<file path="src/rtl/mips_pkg.sv">
// Shared pipeline-control definitions: register index type, the zero register
// and the MUL/DIV tracker state encoding.
package mips_pkg;

   localparam int REG_W = 5;

   typedef logic [REG_W-1:0] reg_idx_t;

   localparam reg_idx_t REG_ZERO = 5'd0;

   typedef enum logic [0:0] {
      IDLE = 1'b0,
      BUSY = 1'b1
   } muldiv_state_t;

   // A dependency exists only on a real destination; $zero never carries data.
   function automatic logic reg_match(input reg_idx_t r, input reg_idx_t d);
      return (d != REG_ZERO) && (d == r);
   endfunction

endpackage

</file>
<file path="src/rtl/hazard_unit_if.sv">
// Pipeline <-> hazard unit signal bundle. The pipeline side is the master,
// the hazard unit is the slave.
interface hazard_unit_if
   import mips_pkg::*;
#(
   parameter int PERF_W = 32
);
   reg_idx_t          RS_ID;
   reg_idx_t          RT_ID;
   logic              UsesRT_ID;
   logic              Branch_ID;
   logic              Taken_ID;
   logic              Jump_ID;
   logic              HiLo_ID;
   logic              RegWrite_EX;
   logic              MemRead_EX;
   reg_idx_t          wrReg_EX;
   logic              MemRead_MEM;
   reg_idx_t          wrReg_MEM;
   logic              MulDiv_Start_EX;
   logic              Stall_IF;
   logic              Stall_ID;
   logic              Flush_EX;
   logic              Flush_ID;
   logic              MulDiv_Busy;
   logic [PERF_W-1:0] Stall_Count;

   modport master (
      output RS_ID, RT_ID, UsesRT_ID, Branch_ID, Taken_ID, Jump_ID, HiLo_ID,
             RegWrite_EX, MemRead_EX, wrReg_EX, MemRead_MEM, wrReg_MEM,
             MulDiv_Start_EX,
      input  Stall_IF, Stall_ID, Flush_EX, Flush_ID, MulDiv_Busy, Stall_Count
   );

   modport slave (
      input  RS_ID, RT_ID, UsesRT_ID, Branch_ID, Taken_ID, Jump_ID, HiLo_ID,
             RegWrite_EX, MemRead_EX, wrReg_EX, MemRead_MEM, wrReg_MEM,
             MulDiv_Start_EX,
      output Stall_IF, Stall_ID, Flush_EX, Flush_ID, MulDiv_Busy, Stall_Count
   );

endinterface

</file>
<file path="src/rtl/muldiv_busy_tracker.sv">
// Tracks how long a multi-cycle MUL/DIV keeps HI/LO occupied after issue.
// busy is high for exactly CYCLES cycles, starting the cycle after start.
module muldiv_busy_tracker
   import mips_pkg::*;
#(
   parameter int CYCLES = 32
) (
   input  logic clk,
   input  logic rst_n,
   input  logic start,
   output logic busy
);

   localparam int CW = $clog2(CYCLES + 1);

   muldiv_state_t state_r;
   logic [CW-1:0] cnt_r;

   // Occupancy FSM; a start while already busy is ignored and never reloads.
   always_ff @(posedge clk or negedge rst_n) begin
      if (!rst_n) begin
         state_r <= IDLE;
         cnt_r   <= {CW{1'b0}};
         busy    <= 1'b0;
      end else begin
         case (state_r)
            IDLE: begin
               if (start) begin
                  state_r <= BUSY;
                  cnt_r   <= CW'(CYCLES - 1);
                  busy    <= 1'b1;
               end else begin
                  state_r <= IDLE;
                  cnt_r   <= cnt_r;
                  busy    <= 1'b0;
               end
            end
            BUSY: begin
               if (cnt_r == {CW{1'b0}}) begin
                  state_r <= IDLE;
                  cnt_r   <= cnt_r;
                  busy    <= 1'b0;
               end else begin
                  state_r <= BUSY;
                  cnt_r   <= cnt_r - CW'(1);
                  busy    <= 1'b1;
               end
            end
            default: begin
               state_r <= IDLE;
               cnt_r   <= {CW{1'b0}};
               busy    <= 1'b0;
            end
         endcase
      end
   end

endmodule

</file>
<file path="src/rtl/hazard_unit.sv">
// Resolves hazards the EX forwarding network cannot: load-use, ID-stage branch
// operands and HI/LO access during a multi-cycle MUL/DIV.
module hazard_unit
   import mips_pkg::*;
#(
   parameter int MULDIV_CYCLES = 32,
   parameter int PERF_W        = 32
) (
   input logic         clk,
   input logic         rst_n,
   hazard_unit_if.slave hif
);

   logic              rt_used_s;
   logic              ex_hit_s;
   logic              mem_hit_s;
   logic              load_use_s;
   logic              branch_haz_s;
   logic              hilo_haz_s;
   logic              stall_s;
   logic              busy_s;
   logic [PERF_W-1:0] stall_count_r;

   muldiv_busy_tracker #(
      .CYCLES (MULDIV_CYCLES)
   ) u_tracker (
      .clk   (clk),
      .rst_n (rst_n),
      .start (hif.MulDiv_Start_EX),
      .busy  (busy_s)
   );

   // Hazard detection; branches compare both operands in ID, so rt always counts.
   always_comb begin
      rt_used_s    = hif.UsesRT_ID | hif.Branch_ID;
      ex_hit_s     = reg_match(hif.RS_ID, hif.wrReg_EX)
                   | (rt_used_s & reg_match(hif.RT_ID, hif.wrReg_EX));
      mem_hit_s    = reg_match(hif.RS_ID, hif.wrReg_MEM)
                   | (rt_used_s & reg_match(hif.RT_ID, hif.wrReg_MEM));
      load_use_s   = hif.MemRead_EX & ex_hit_s;
      branch_haz_s = hif.Branch_ID & ((hif.RegWrite_EX & ex_hit_s)
                                    | (hif.MemRead_MEM & mem_hit_s));
      hilo_haz_s   = hif.HiLo_ID & (hif.MulDiv_Start_EX | busy_s);
      stall_s      = load_use_s | branch_haz_s | hilo_haz_s;
   end

   // Stall cycle counter, pinned at all-ones once reached.
   always_ff @(posedge clk or negedge rst_n) begin
      if (!rst_n) begin
         stall_count_r <= {PERF_W{1'b0}};
      end else if (stall_s && (stall_count_r != {PERF_W{1'b1}})) begin
         stall_count_r <= stall_count_r + PERF_W'(1);
      end else begin
         stall_count_r <= stall_count_r;
      end
   end

   // A stalled branch must not be flushed until its operands are ready.
   assign hif.Stall_IF    = stall_s;
   assign hif.Stall_ID    = stall_s;
   assign hif.Flush_EX    = stall_s;
   assign hif.Flush_ID    = (hif.Taken_ID | hif.Jump_ID) & ~stall_s;
   assign hif.MulDiv_Busy = busy_s;
   assign hif.Stall_Count = stall_count_r;

endmodule
</file>
<file path="src/flat_wrapper.sv">
// flat-port wrapper written by rule: the top's interface ports become plain ports
module hazard_unit_flat import mips_pkg::*;
#(
   parameter int MULDIV_CYCLES = 32,
   parameter int PERF_W        = 32
)
  (clk, rst_n, hif_RS_ID, hif_RT_ID, hif_UsesRT_ID, hif_Branch_ID, hif_Taken_ID, hif_Jump_ID, hif_HiLo_ID, hif_RegWrite_EX, hif_MemRead_EX, hif_wrReg_EX, hif_MemRead_MEM, hif_wrReg_MEM, hif_MulDiv_Start_EX, hif_Stall_IF, hif_Stall_ID, hif_Flush_EX, hif_Flush_ID, hif_MulDiv_Busy, hif_Stall_Count);
  hazard_unit_if #(.PERF_W(PERF_W)) hif_i ();
  input logic clk;
  input logic rst_n;
  input wire logic [$bits(hif_i.RS_ID)-1:0] hif_RS_ID;
  input wire logic [$bits(hif_i.RT_ID)-1:0] hif_RT_ID;
  input wire logic [$bits(hif_i.UsesRT_ID)-1:0] hif_UsesRT_ID;
  input wire logic [$bits(hif_i.Branch_ID)-1:0] hif_Branch_ID;
  input wire logic [$bits(hif_i.Taken_ID)-1:0] hif_Taken_ID;
  input wire logic [$bits(hif_i.Jump_ID)-1:0] hif_Jump_ID;
  input wire logic [$bits(hif_i.HiLo_ID)-1:0] hif_HiLo_ID;
  input wire logic [$bits(hif_i.RegWrite_EX)-1:0] hif_RegWrite_EX;
  input wire logic [$bits(hif_i.MemRead_EX)-1:0] hif_MemRead_EX;
  input wire logic [$bits(hif_i.wrReg_EX)-1:0] hif_wrReg_EX;
  input wire logic [$bits(hif_i.MemRead_MEM)-1:0] hif_MemRead_MEM;
  input wire logic [$bits(hif_i.wrReg_MEM)-1:0] hif_wrReg_MEM;
  input wire logic [$bits(hif_i.MulDiv_Start_EX)-1:0] hif_MulDiv_Start_EX;
  output wire logic [$bits(hif_i.Stall_IF)-1:0] hif_Stall_IF;
  output wire logic [$bits(hif_i.Stall_ID)-1:0] hif_Stall_ID;
  output wire logic [$bits(hif_i.Flush_EX)-1:0] hif_Flush_EX;
  output wire logic [$bits(hif_i.Flush_ID)-1:0] hif_Flush_ID;
  output wire logic [$bits(hif_i.MulDiv_Busy)-1:0] hif_MulDiv_Busy;
  output wire logic [$bits(hif_i.Stall_Count)-1:0] hif_Stall_Count;
  assign hif_i.RS_ID = hif_RS_ID;
  assign hif_i.RT_ID = hif_RT_ID;
  assign hif_i.UsesRT_ID = hif_UsesRT_ID;
  assign hif_i.Branch_ID = hif_Branch_ID;
  assign hif_i.Taken_ID = hif_Taken_ID;
  assign hif_i.Jump_ID = hif_Jump_ID;
  assign hif_i.HiLo_ID = hif_HiLo_ID;
  assign hif_i.RegWrite_EX = hif_RegWrite_EX;
  assign hif_i.MemRead_EX = hif_MemRead_EX;
  assign hif_i.wrReg_EX = hif_wrReg_EX;
  assign hif_i.MemRead_MEM = hif_MemRead_MEM;
  assign hif_i.wrReg_MEM = hif_wrReg_MEM;
  assign hif_i.MulDiv_Start_EX = hif_MulDiv_Start_EX;
  assign hif_Stall_IF = hif_i.Stall_IF;
  assign hif_Stall_ID = hif_i.Stall_ID;
  assign hif_Flush_EX = hif_i.Flush_EX;
  assign hif_Flush_ID = hif_i.Flush_ID;
  assign hif_MulDiv_Busy = hif_i.MulDiv_Busy;
  assign hif_Stall_Count = hif_i.Stall_Count;
  hazard_unit #(.MULDIV_CYCLES(MULDIV_CYCLES), .PERF_W(PERF_W)) u_core (.clk(clk), .rst_n(rst_n), .hif(hif_i));
endmodule
</file>
<file path="config.mk">
export PLATFORM = sky130hd
export DESIGN_NAME = hazard_unit_flat
export DESIGN_NICKNAME = d
export VERILOG_FILES = /design/src/rtl/mips_pkg.sv /design/src/rtl/hazard_unit_if.sv /design/src/rtl/muldiv_busy_tracker.sv /design/src/rtl/hazard_unit.sv /design/src/flat_wrapper.sv
export SDC_FILE = /design/constraint.sdc
export NUM_CORES = 1
export LEC_CHECK = 0
export BUFFER_PORTS_ARGS = -buffer_cell sky130_fd_sc_hd__buf_2
export CORE_AREA = 2 2 70 72
export CTS_CLUSTER_SIZE = 30
export DETAILED_ROUTE_END_ITERATION = 10
export DIE_AREA = 0 0 72 74
export GPL_ROUTABILITY_DRIVEN = 0
export HOLD_SLACK_MARGIN = 0.03
export MAX_ROUTING_LAYER = met4
export PLACE_DENSITY = 0.77
export SYNTH_ARGS = -nofsm -noshare
export SYNTH_HDL_FRONTEND = slang
export SYNTH_SLANG_ARGS = --single-unit
</file>
<file path="constraint.sdc">
create_clock -name clk -period 2.7 [get_ports clk]
set_input_delay 0.405 -clock clk [delete_from_list [all_inputs] [get_ports clk]]
set_output_delay 0.405 -clock clk [all_outputs]
set_load 0.03 [all_outputs]
</file>
After elaboration in Yosys (flattened, before gate mapping)

Index checks and enable logic that the tools add are counted.

Bits in registers: 39
Logic and storage cells: 45
Input port bits: 31
Output and inout port bits: 37

Bitwise logic cells: 18
Add/sub/neg operators: 2
Multiplexer cells: 6
Equal/unequal tests: 7
Reduce and logical (&&, ||, !) cells: 9

Operators by type and width:

| operator              | number |
|---|---|
| $add 32x1->32 const B | 1 |
| $ne 32x32->1 const B  | 1 |
| $eq 5x5->1            | 4 |
| $mux 6                | 2 |
| $pmux 6 s2            | 1 |
| $reduce_bool 5->1     | 2 |
| $and 1x1->1           | 8 |
| $or 1x1->1            | 8 |
| $logic_not 6->1       | 1 |
| $sub 6x1->6 const B   | 1 |
| $logic_and 1x1->1     | 5 |
| $ne 2x2->1 const B    | 2 |
| $mux 1                | 2 |
| $not 1->1             | 2 |
| $pmux 1 s2            | 1 |
| $reduce_and 2->1      | 1 |

Logic depth before layout (Yosys ltp)

Gate-level depths: netlist of run 1.

Word-level depth: 11
Mapped depth: 9
Mapped depth without buffers: 9

Modules after synthesis

A second synthesis of run 1 with hierarchy kept.

Cell total of the unflattened synthesis: 233
Area, all modules: 2302.2 µm²

By module, submodules not included:

| module              | cells each | area an instance (µm²) | sequential area each (µm²) | instances |
|---|---|---|---|---|
| hazard_unit         | 191        | 1888.1                 | 800.8                      | 1 |
| muldiv_busy_tracker | 42         | 414.1                  | 175.2                      | 1 |

Worst setup path after synthesis of run 1

No wires, ideal clock.

Path type: input to output
Start: in hif_wrReg_MEM[0]
End: out hif_Flush_ID
Stages: 5
Path slack: 91 ps
Arrival: 2204 ps
Required time: 2295 ps
Cells stage by stage: or4_1 -> o2111a_1 -> nor2_1 -> inv_1 -> nor2_1

Longest elaborated chain between the ends: 11
Elaborated cells on any way between the ends: 14

Ends and longest elaborated chain:

| item                                            | RTL line           | source |
|---|---|---|
| start: declaration                              | flat_wrapper.sv:22 | `input wire logic [$bits(hif_i.wrReg_MEM)-1:0] hif_wrReg_MEM;` |
| $eq 5x5->1 or $reduce_bool 5->1 (tied branches) | mips_pkg.sv:18     | `return (d != REG_ZERO) && (d == r);` |
| $logic_and 1x1->1                               | mips_pkg.sv:18     |  |
| $and 1x1->1                                     | hazard_unit.sv:39  | `\| (rt_used_s & reg_match(hif.RT_ID, hif.wrReg_MEM));` |
| $or 1x1->1 (*)                                  | hazard_unit.sv:39  |  |
| $and 1x1->1 (*)                                 | hazard_unit.sv:42  | `\| (hif.MemRead_MEM & mem_hit_s));` |
| $or 1x1->1 (*)                                  | hazard_unit.sv:42  |  |
| $and 1x1->1 (*)                                 | hazard_unit.sv:41  | `branch_haz_s = hif.Branch_ID & ((hif.RegWrite_EX & ex_hit_s)` |
| $or 1x1->1 (*) (2 in series)                    | hazard_unit.sv:44  | `stall_s = load_use_s \| branch_haz_s \| hilo_haz_s;` |
| net hif_Flush_EX                                | flat_wrapper.sv:26 | `output wire logic [$bits(hif_i.Flush_EX)-1:0] hif_Flush_EX;` |
| $not 1->1 (*)                                   | hazard_unit.sv:62  | `assign hif.Flush_ID = (hif.Taken_ID \| hif.Jump_ID) & ~stall_s;` |
| $and 1x1->1 (*)                                 | hazard_unit.sv:62  |  |
| end: declaration                                | flat_wrapper.sv:27 | `output wire logic [$bits(hif_i.Flush_ID)-1:0] hif_Flush_ID;` |

The timed path passes the listed nets; every way through them passes the cells marked *.

Final worst setup path of run 1

Start: in hif_wrReg_EX[0]
End: out hif_Flush_ID

Longest elaborated chain between the ends: 11
Elaborated cells on any way between the ends: 15

Ends and longest elaborated chain:

| item                                            | RTL line           | source |
|---|---|---|
| start: declaration                              | flat_wrapper.sv:20 | `input wire logic [$bits(hif_i.wrReg_EX)-1:0] hif_wrReg_EX;` |
| $eq 5x5->1 or $reduce_bool 5->1 (tied branches) | mips_pkg.sv:18     |  |
| $logic_and 1x1->1                               | mips_pkg.sv:18     |  |
| $and 1x1->1                                     | hazard_unit.sv:37  | `\| (rt_used_s & reg_match(hif.RT_ID, hif.wrReg_EX));` |
| $or 1x1->1 (*)                                  | hazard_unit.sv:37  |  |
| $and 1x1->1                                     | hazard_unit.sv:41  |  |
| $or 1x1->1                                      | hazard_unit.sv:42  |  |
| $and 1x1->1                                     | hazard_unit.sv:41  |  |
| $or 1x1->1 (*) (2 in series)                    | hazard_unit.sv:44  |  |
| $not 1->1 (*)                                   | hazard_unit.sv:62  |  |
| $and 1x1->1 (*)                                 | hazard_unit.sv:62  |  |

Every way passes the cells marked *; elsewhere a longest branch is shown, timed or not.

==> reports/results.ini, run 1 <==
[detailed_routing]
wl_mm=4.62
drc=0
wl_per_cell_um=13.4
drt_iter0_drc=88
viasPerCell=5.22
dr.pass1.iters=4
ant_nets=0
num_vias=1801

[sta]
slew_violations=0
slew_headroom_pct=42.2
layout_min_cycle_time_ns=2.34
finalSetupViolCount=0
rsz0062_at_grt=false
post-route-worst-setup-slack_ns=0.361
max_freq_ghz=0.428
tightest_slew_ns=0.868
tns_ns=0
fin_crit_sh_pct=86.6
clock_skew_ns=0.00392
hold_viol_final=0

[floorplanning]
die-area_sq_um=5330
fp-row-count=25
io_pins=68
start_util_pct=48.4
dieWidth_um=72
die_h_um=74
coreArea_sq_um=4600

[clocking]
root_buffer=clkbuf_8
clk_pin_slew_worst_paths_ns=0.07
clock_latency_ns=0.28
cts_setup_buffers=0
cts_hold_buf=0
clk_path_buf_depth=2
cts-htree-levels=2
post_cts_resized=0
cts_made_buffers=5
cts.sinks=39
cts_tree=yes

[worst_setup_path]
r2r_start=u_core.hif.Stall_Count[11]
path_class=in -> out
crit_start=hif_wrReg_EX[0]
cp-start-kind=primary input
worst_setup_path_end_kind=primary output
worstPathMaxFanout=4
worst_ep_required_time_ns=2.30
cp.arrival_ns=1.93

[place]
dp_slack_ns=0.260
dpl-instance-area_sq_um=2640
io_buffer_count=67
dpl.cell_count=338
hpwlAfterDp_mm=3.51

[global_routing]
grt_start_max_net_pins=40
grt_pass1_wl_mm=7.52
use_met1_pct=21.2
grt_pass1_vias=1686
top_usage_layer=met2
grt.met3_usage_pct=3.39
antenna_found_initial=0
grtUsageTotal_pct=18.4
gr-total-overflow=0
use_met2_pct=32.4

[worst_hold_path]
hold_path.class=in -> async

[synth]
syn_nets=250
synthesis.area_sq_um=2230
ys_types=35
ys_seq_elements=39
synth_area_leaders=dfrtp_1 (44%), xnor2_1 (11%), xor2_1 (10%)
netlist_instances=217
syn_area_per_cell_sq_um=10.3
yosys_warnings=0
synth_top_area_share_pct=43.8
synth-seq-area-share_pct=43.8
yosys.area.top_type=dfrtp_1
synth_flop_cell=dfrtp_1
async_reset_ff_share_pct=100
synth_edf_count=0

[power_and_ir_drop]
leakagePower_uw=0.00134
intPower_uw=1130
switchingPower_uw=665
power_frac_comb_pct=33.0
swShare_pct=37.0
sequentialPowerShare_pct=45.3
clkPwrFrac_pct=21.8
p_per_area_nw_per_um2=659
peakVddDrop_mv=0.287
power.total_uw=1790

[final_layout]
final_cells=345
fin_nets=324
final_cell_mix=buf_2 (67), dfrtp_1 (39), xnor2_1 (27)
area_delta_synth_final_pct=22.2
mostFrequentLayoutCell=buf_2
insertedDiodeCount=0
stdcell_area_sq_um=2720
drive_gt1_share_pct=32.6

[status]
status=completed

[job]
maxCapViolations=0

==> flip-flops by register name (all words and copies together) (netlist names) <==
name / flops
u_core.hif.Stall_Count: 32
u_core.u_tracker.state_r: 1
u_core.u_tracker.cnt_r: 6
==> power groups by stage <==
| stage | registers (uW) | clock network, uW | logic [uW] |
|---|---|---|---|
| final | 812 | 390 | 592 |
| after global routing | 828 | 429 | 649 |
| after CTS | 813 | 402 | 601 |
| after detailed placement | 819 | 0 | 596 |
| after global placement | 816 | 0 | 578 |
| after floorplan | 922 | 0 | 308 |
==> kinds of logic (layout without fill, tap and decap cells) <==
logic type,count (synthesis),in the layout,share of synthesized area [%]
DFF,39,39,43.8
adders and majority gates,2,2,1.12
and+or+nand+nor,95,95,24.6
buffers and inverters,15,89,3.54
muxes,3,3,1.52
xor gates and xnor gates,53,53,20.8
AOI/OAI and AO/OA,10,10,4.55
==> synthesized netlist by cell type, types with 2 or more instances <==
| library cell | n |
|---|---|
| nand2b_1 | 4 |
| inv_1 | 11 |
| dfrtp_1 | 39 |
| nand3_1 | 13 |
| nand4_1 | 5 |
| xnor2_1 | 27 |
| mux2_2 | 3 |
| nor3_1 | 8 |
| or4_1 | 3 |
| buf_6 | 2 |
| nor2_1 | 17 |
| nor3b_1 | 2 |
| and3_1 | 2 |
| nor4_1 | 6 |
| nor3_2 | 8 |
| buf_4 | 2 |
| xor2_1 | 26 |
| or3_1 | 2 |
| nand2_1 | 19 |
| nor4_2 | 2 |
| ha_1 | 2 |
==> area by class of cell <==
| class | instances | area (sq um) |
|---|---|---|
| Tap cell | 54 | 67.6 |
| Clock inverter | 1 | 5.00 |
| Multi-Input combinational cell | 163 | 1170 |
| Inverter | 11 | 41.3 |
| Clock buffer | 6 | 82.6 |
| Sequential cell | 39 | 976 |
| Timing Repair Buffer | 71 | 378 |
| Fill cell | 389 | 1880 |
==> layer usage <==
| metal | vias to the layer above | part of all wire [%] |
|---|---|---|
| li1 | 885 | - |
| met1 | 853 | 42 |
| met2 | 61 | 52 |
| met3 | 2 | 5.3 |
| met4 | 0 | 0.54 |
| met5 | - | 0 |
==> worst paths after layout <==
check	to	slack, ns	cells after the start
max	hif_Flush_ID	0.36	9
min in group clk	u_core.u_tracker.cnt_r[2]	0.45	3
min reg2reg	u_core.hif.Stall_Count[23]	0.49	1
min	u_core.hif.Stall_Count[7]	0.24	1
max in group asynchronous	u_core.hif.Stall_Count[26]	1.92	1
max reg2reg	u_core.hif.Stall_Count[1]	0.47	7
==> per-stage QoR <==
step           util (%)  hold WS, ns
2_1_floorplan         -        0.109
3_3_place_gp       57.3        0.471
3_5_place_dp       57.3        0.470
4_1_cts            59.2        0.260
5_1_grt            59.2        0.299
6_report           59.2        0.238
==> worst max-delay path: stages <==
cell,delay [ns]
buf_2,0.12
xnor2_1,0.17
nand4_1,0.12
o32a_1,0.39
o31ai_4,0.31
nor2_1,0.09
inv_1,0.11
nor2_1,0.05
buf_2,0.17
(Power assumes the default switching activity.)
==> run 2: changes to the inputs <==
- ABC_AREA: unset -> 1
- CORE_AREA: 2 2 70 72 -> 2 2 78 80
- CTS_CLUSTER_DIAMETER: unset -> 40
- DIE_AREA: 0 0 72 74 -> 0 0 80 82
- MAX_ROUTING_LAYER: met4 -> unset
- PLACE_DENSITY: 0.77 -> 0.79
==> reports/results.ini, run 2 <==
[status]
status=completed  ; unchanged

[detailed_routing]
dr_wl_met2_mm=3.59  ; was 2.40 mm
viasPerCell=5.12  ; was 5.22
top_layer_used=met4  ; unchanged
ant_nets=0  ; unchanged
wl_mm=7.20  ; was 4.62 mm
route.layer.met1.wl_mm=3.08  ; was 1.95 mm
wl_met3_um=401  ; was 246 um
num_vias=3105  ; was 1801
dr.pass1.iters=4  ; unchanged
wl_per_cell_um=11.9  ; was 13.4 um
drt_iter0_drc=155  ; was 88
drc=0  ; unchanged

[sta]
fin_crit_sh_pct=81.1  ; was 86.6%
slew_headroom_pct=42.4  ; was 42.2%
max_freq_ghz=0.457  ; was 0.428 GHz
slew_violations=0  ; unchanged
tightest_slew_ns=0.864  ; was 0.868 ns
hold_viol_final=0  ; unchanged
clock_skew_ns=0.0111  ; was 0.00392 ns
layout_min_cycle_time_ns=2.19  ; was 2.34 ns
rsz0062_at_grt=false  ; unchanged
tns_ns=0  ; unchanged
finalSetupViolCount=0  ; unchanged

[floorplanning]
dieWidth_um=80  ; was 72 um
die-area_sq_um=6560  ; was 5330 sq um
fp-row-count=28  ; was 25
die_h_um=82  ; was 74 um
start_util_pct=53.4  ; was 48.4%
io_pins=68  ; unchanged
coreArea_sq_um=5750  ; was 4600 sq um

[global_routing]
grt_start_max_net_pins=40  ; unchanged
grt_pass1_wl_mm=12.3  ; was 7.52 mm
gr-total-overflow=0  ; unchanged
grt_pass1_vias=2877  ; was 1686
antenna_found_initial=0  ; unchanged
grtUsageTotal_pct=23.3  ; was 18.4%

[clocking]
cts_hold_buf=0  ; unchanged
cts-htree-levels=2  ; unchanged
root_buffer=clkbuf_8  ; unchanged
cts_tree=yes  ; unchanged
cts_made_buffers=5  ; unchanged
cts_setup_buffers=0  ; unchanged
clock_latency_ns=0.30  ; was 0.28 ns
cts.sinks=39  ; unchanged
post_cts_resized=0  ; unchanged
clk_path_buf_depth=2  ; unchanged
clk_pin_slew_worst_paths_ns=0.08  ; was 0.07 ns

[synth]
synth_mux_area_share_pct=0  ; was 1.52%
async_reset_ff_share_pct=100  ; unchanged
ys_types=27  ; was 35
synth_common_cells=nand2_1 (181), inv_1 (57), nor2_1 (50)  ; was dfrtp_1 (39), xnor2_1 (27), xor2_1 (26)
yosys_warnings=0  ; unchanged
synthesis.area_sq_um=3070  ; was 2230 sq um
syn_nets=497  ; was 250
synth-xor-area-share_pct=5.43  ; was 20.8%
synth_flop_cell=dfrtp_1  ; unchanged
synth_compound_area_share_pct=2.00  ; was 4.55%
netlist_instances=464  ; was 217
yosys.area_share.adder_pct=0.816  ; was 1.12%
synth_top_area_share_pct=31.8  ; was 43.8%
synth.most_common_cell=nand2_1  ; was dfrtp_1
synth-simple-area-share_pct=49.0  ; was 24.6%
synth_edf_count=0  ; unchanged
yosys.area.top_type=dfrtp_1  ; unchanged
ys_seq_elements=39  ; unchanged
synth-seq-area-share_pct=31.8  ; was 43.8%
syn_area_per_cell_sq_um=6.61  ; was 10.3 sq um
synth_top_family_by_area=simple AND/OR/NAND/NOR gates  ; unchanged
synth_area_leaders=dfrtp_1 (32%), nand2_1 (22%), nand3_2 (7.8%)  ; was dfrtp_1 (44%), xnor2_1 (11%), xor2_1 (10%)

[final_layout]
drive_gt1_share_pct=21.5  ; was 32.6%
largest_register_ffs=32  ; unchanged
fin_nets=563  ; was 324
multi_input_area_sq_um=1760  ; was 1170 sq um
regArea_sq_um=976  ; unchanged
insertedDiodeCount=0  ; unchanged
final_cell_mix=nand2_1 (181), buf_2 (67), inv_1 (57)  ; was buf_2 (67), dfrtp_1 (39), xnor2_1 (27)
filler_cell_count=553  ; was 389
area_delta_synth_final_pct=15.3  ; was 22.2%
mostFrequentLayoutCell=nand2_1  ; was buf_2
stdcell_area_sq_um=3530  ; was 2720 sq um

[worst_setup_path]
path_class=reg -> reg  ; was in -> out
cp.arrival_ns=2.42  ; was 1.93 ns
path_buf_inv=1  ; was 3
worst_ep_required_time_ns=2.93  ; was 2.30 ns
worstPathMaxFanout=23  ; was 4
worstPathCellList=ha_1 > nand3_1 > inv_2 > nand3_4 > nor2_4 > nand3_4 > nand2_2 > nand2_1 > nand2_1  ; was buf_2 > xnor2_1 > nand4_1 > o32a_1 > o31ai_4 > nor2_1 > inv_1 > nor2_1 > buf_2
worst_setup_path_end_kind=register  ; was primary output
cp_slowest_cell=nand2_2  ; was o32a_1
cp_top_family=simple AND/OR/NAND/NOR gates  ; was compound AO/OA/AOI/OAI gates
cpPeakStageDelay_ns=0.46  ; was 0.39 ns
cp-start-kind=register  ; was primary input

[worst_hold_path]
hold_path.class=in -> async  ; unchanged

[place]
hpwlAfterDp_mm=5.57  ; was 3.51 mm
io_buffer_count=67  ; unchanged
dpl-instance-area_sq_um=3420  ; was 2640 sq um

[power_and_ir_drop]
peakVddDrop_mv=0.464  ; was 0.287 mV
leakagePower_uw=0.00193  ; was 0.00134 uW
p_per_area_nw_per_um2=511  ; was 659 nW/um^2

[job]
maxCapViolations=0  ; unchanged

-- run 2: cell types whose count changed in the layout (fill, tap and decap cells not counted), moves of 19 or more --
cell     before  now
nand2_1      19  181
inv_1        11   57
nor2_1       17   50
nand3_2       1   24
nand3_1      13   35
xor2_1       26    7
-- run 2: routing by layer --
layer,vias up,track usage [%]
li1,1575,-
met3,12,5.49
met5,-,0
met2,82,41.8
met4,0,8.14
met1,1436,27.1
-- run 2: path summary, 6_finish.rpt --
| path | end | from | slack, ns | cells after the start |
|---|---|---|---|---|
| max | u_core.hif.Stall_Count[25] | u_core.hif.Stall_Count[0] | 0.51 | 9 |
| min | u_core.hif.Stall_Count[8] | rst_n | 0.21 | 1 |
| max reg2reg | u_core.hif.Stall_Count[25] | u_core.hif.Stall_Count[0] | 0.51 | 9 |
| min reg2reg | u_core.u_tracker.cnt_r[1] | u_core.u_tracker.state_r | 0.52 | 1 |
| max in group asynchronous | u_core.u_tracker.state_r | rst_n | 1.95 | 1 |
| min in group clk | u_core.u_tracker.cnt_r[4] | hif_MulDiv_Start_EX | 0.43 | 3 |
-- run 2: power by group --
part	leakage, uW	internal (uW)	switching, uW
Sequential	0.000519	664	81.7
Combinational	0.00135	181	362
Clock	0.0000612	299	219
Total	0.00193	1140	663
-- run 2: stage by stage --
step / util (%) / worst slack (ns) / power [uW] / std cells / hold slack, ns
2_1_floorplan: - / 0.640 / 1150 / 464 / 0.109
4_1_cts: 61.5 / 0.520 / 1820 / 606 / 0.247
3_3_place_gp: 59.5 / 0.612 / 1280 / 598 / 0.493
3_5_place_dp: 59.5 / 0.551 / 1300 / 598 / 0.495
5_1_grt: 61.5 / 0.241 / 1920 / 606 / 0.295
6_report: 61.5 / 0.510 / 1810 / 606 / 0.214
-- run 2: final cells by class --
cell class / instances / share of cell area, %
multi-input cells: 352 / 49.7
flip-flops and latches: 39 / 27.6
repair buffers: 70 / 10.1
inverters: 62 / 6.58
well taps: 75 / 2.65
clock buffers: 6 / 2.34
clock inverters: 2 / 0.991
-- run 2: kinds of logic (layout without fill, tap and decap cells) --
kind of cell,count (synthesis),count (layout)
flops,39,39
compound gates,12,12
simple gates,319,319
xor+xnor,19,19
buf+inv,73,140
fa+ha+maj,2,2
==> run 3: changes to the inputs <==
- CORE_AREA: 2 2 78 80 -> 2 2 82 84
- DIE_AREA: 0 0 80 82 -> 0 0 84 86
- PLACE_DENSITY: 0.79 -> 0.75
- clock period: 2.7 -> 1.8 ns (I/O delays scaled with it)
==> reports/results.ini, run 3 (synthesized netlist as in run 2, its figures left out) <==
[status]
status=completed  ; unchanged

[sta]
tns_ns=0  ; unchanged
fin_crit_sh_pct=94.7  ; was 81.1%
clock_skew_ns=0.00708  ; was 0.0111 ns
finalSetupViolCount=0  ; unchanged
tightest_slew_ns=0.345  ; was 0.864 ns
fin_hold_ws_ns=0.327  ; was 0.214 ns
max_freq_ghz=0.587  ; was 0.457 GHz
hold_viol_final=0  ; unchanged
slew_headroom_pct=76.9  ; was 42.4%
layout_min_cycle_time_ns=1.70  ; was 2.19 ns
slew_violations=0  ; unchanged

[clocking]
cts-htree-levels=2  ; unchanged
cts.sinks=39  ; unchanged
clk_pin_slew_worst_paths_ns=0.08  ; about the same
clock_latency_ns=0.29  ; was 0.30 ns
clk_path_buf_depth=2  ; unchanged
cts_tree=yes  ; unchanged
root_buffer=clkbuf_8  ; unchanged
cts_made_buffers=5  ; unchanged

[worst_setup_path]
path_class=reg -> reg  ; unchanged
worst_setup_path_end_kind=register  ; unchanged
r2r_start=u_core.hif.Stall_Count[0]  ; unchanged
worstPathMaxFanout=8  ; was 23
ff2ff_path_depth=11  ; was 9
cp-endpoint=u_core.hif.Stall_Count[17]  ; was u_core.hif.Stall_Count[25]
cp.arrival_ns=1.89  ; was 2.42 ns
crit_start=u_core.hif.Stall_Count[0]  ; unchanged
reg2reg_slack_ns=0.1  ; was 0.51 ns
worst_ep_required_time_ns=1.98  ; was 2.93 ns
cp-start-kind=register  ; unchanged
r2r-end=u_core.hif.Stall_Count[17]  ; was u_core.hif.Stall_Count[25]

[global_routing]
gr-total-overflow=0  ; unchanged
grt_start_max_net_pins=40  ; unchanged
grt_pass1_wl_mm=13.1  ; was 12.3 mm
grtUsageTotal_pct=22.0  ; was 23.3%
antenna_found_initial=0  ; unchanged
grt_pass1_vias=2972  ; was 2877

[power_and_ir_drop]
power_frac_comb_pct=35.4  ; was 30.1%
sequentialPowerShare_pct=42.4  ; was 41.2%
power.total_uw=2640  ; was 1810 uW
swShare_pct=38.4  ; was 36.7%
clkPwrFrac_pct=22.2  ; was 28.7%
leakagePower_uw=0.00214  ; was 0.00193 uW
p_per_area_nw_per_um2=676  ; was 511 nW/um^2
switchingPower_uw=1010  ; was 663 uW
peakVddDrop_mv=0.818  ; was 0.464 mV
intPower_uw=1620  ; was 1140 uW

[detailed_routing]
viasPerCell=5.04  ; was 5.12
dr.pass1.iters=6  ; was 4
drt_iter0_drc=220  ; was 155
num_vias=3263  ; was 3105
drc=0  ; unchanged
wl_mm=7.94  ; was 7.20 mm
wl_per_cell_um=12.3  ; was 11.9 um
ant_nets=0  ; unchanged

[floorplanning]
die_h_um=86  ; was 82 um
coreArea_sq_um=6280  ; was 5750 sq um
fp-row-count=29  ; was 28
dieWidth_um=84  ; was 80 um
start_util_pct=48.9  ; was 53.4%
io_pins=68  ; unchanged
die-area_sq_um=7220  ; was 6560 sq um

[final_layout]
area_delta_synth_final_pct=27.1  ; was 15.3%
final_cell_mix=nand2_1 (179), buf_2 (67), inv_1 (57)  ; was nand2_1 (181), buf_2 (67), inv_1 (57)
mostFrequentLayoutCell=nand2_1  ; unchanged
insertedDiodeCount=0  ; unchanged
stdcell_area_sq_um=3900  ; was 3530 sq um
fin_nets=602  ; was 563
largest_register_ffs=32  ; unchanged
drive_gt1_share_pct=28.2  ; was 21.5%

[place]
hpwlAfterDp_mm=6.07  ; was 5.57 mm
dpl-instance-area_sq_um=3680  ; was 3420 sq um
io_buffer_count=67  ; unchanged

[worst_hold_path]
min_path_cells=3
hold_path.class=in -> reg  ; was in -> async

[job]
maxCapViolations=0  ; unchanged

run 3: timing repair:
item / CTS / global route
pin swaps: 1 / 3
hold buffers: 1 / 0
cloned: 0 / 1
endpoints found under the hold margin: 39 / 0
gates resized for setup: 0 / 14
setup endpoints to repair: 1 / 8
setup buffers: 1 / 6
run 3: cell type report:
type | count | area, sq um
Clock buffer | 7 | 76.3
Clock inverter | 1 | 5.00
Fill cell | 596 | 2380
Inverter | 62 | 233
Multi-Input combinational cell | 352 | 1790
Sequential cell | 39 | 981
Tap cell | 77 | 96.3
Timing Repair Buffer | 109 | 712
run 3: critical path: stages, from the launching register on:
cell and delay (ns):
dfrtp_2 0.39, ha_4 0.15, nand3_2 0.09, inv_2 0.10, nand3_4 0.09, nor2_4 0.18, nand3_4 0.18, buf_6 0.19
nand2_1 0.05, nor2_1 0.05, nand3_1 0.07, nand2_1 0.05
run 3: metrics by stage:
| step | setup WS (ns) | util, % | instances |
|---|---|---|---|
| finish | 0.0960 | 62.1 | 647 |
| global route | -0.00772 | 62.1 | 647 |
| CTS | 0.0391 | 60.2 | 640 |
| detailed placement | 0.0737 | 58.6 | 630 |
| global placement | 0.0578 | 58.6 | 630 |
| floorplan | 0.0118 | - | 464 |
run 3: how the worst min path moves through the flow:
stage,start,slack [ns],to
2_1_floorplan,rst_n,-0.03,u_core.hif.Stall_Count[0]
3_3_place_gp,rst_n,0.25,u_core.hif.Stall_Count[9]
3_5_place_dp,rst_n,0.25,u_core.hif.Stall_Count[11]
4_1_cts,hif_MulDiv_Start_EX,0.30,u_core.u_tracker.cnt_r[4]
5_1_grt,hif_MulDiv_Start_EX,0.37,u_core.u_tracker.cnt_r[3]
6_report,hif_MulDiv_Start_EX,0.33,u_core.u_tracker.cnt_r[4]
run 3: power groups by stage:
| stage | Clock, uW | Sequential [uW] | Combinational, uW |
|---|---|---|---|
| 2_1_floorplan | 0 | 1230 | 499 |
| 3_3_place_gp | 0 | 1120 | 868 |
| 3_5_place_dp | 0 | 1130 | 888 |
| 4_1_cts | 599 | 1110 | 895 |
| 5_1_grt | 644 | 1140 | 1040 |
| 6_report | 586 | 1120 | 933 |
run 3: routing by layer:
| layer | GRT usage, % | up-vias | share of wire [%] |
|---|---|---|---|
| met5 | 0 | - | 0 |
| met4 | 6.74 | 0 | 1.2 |
| met3 | 3.46 | 9 | 5.1 |
| met2 | 38.5 | 95 | 49 |
| met1 | 28.0 | 1507 | 44 |
| li1 | - | 1652 | - |
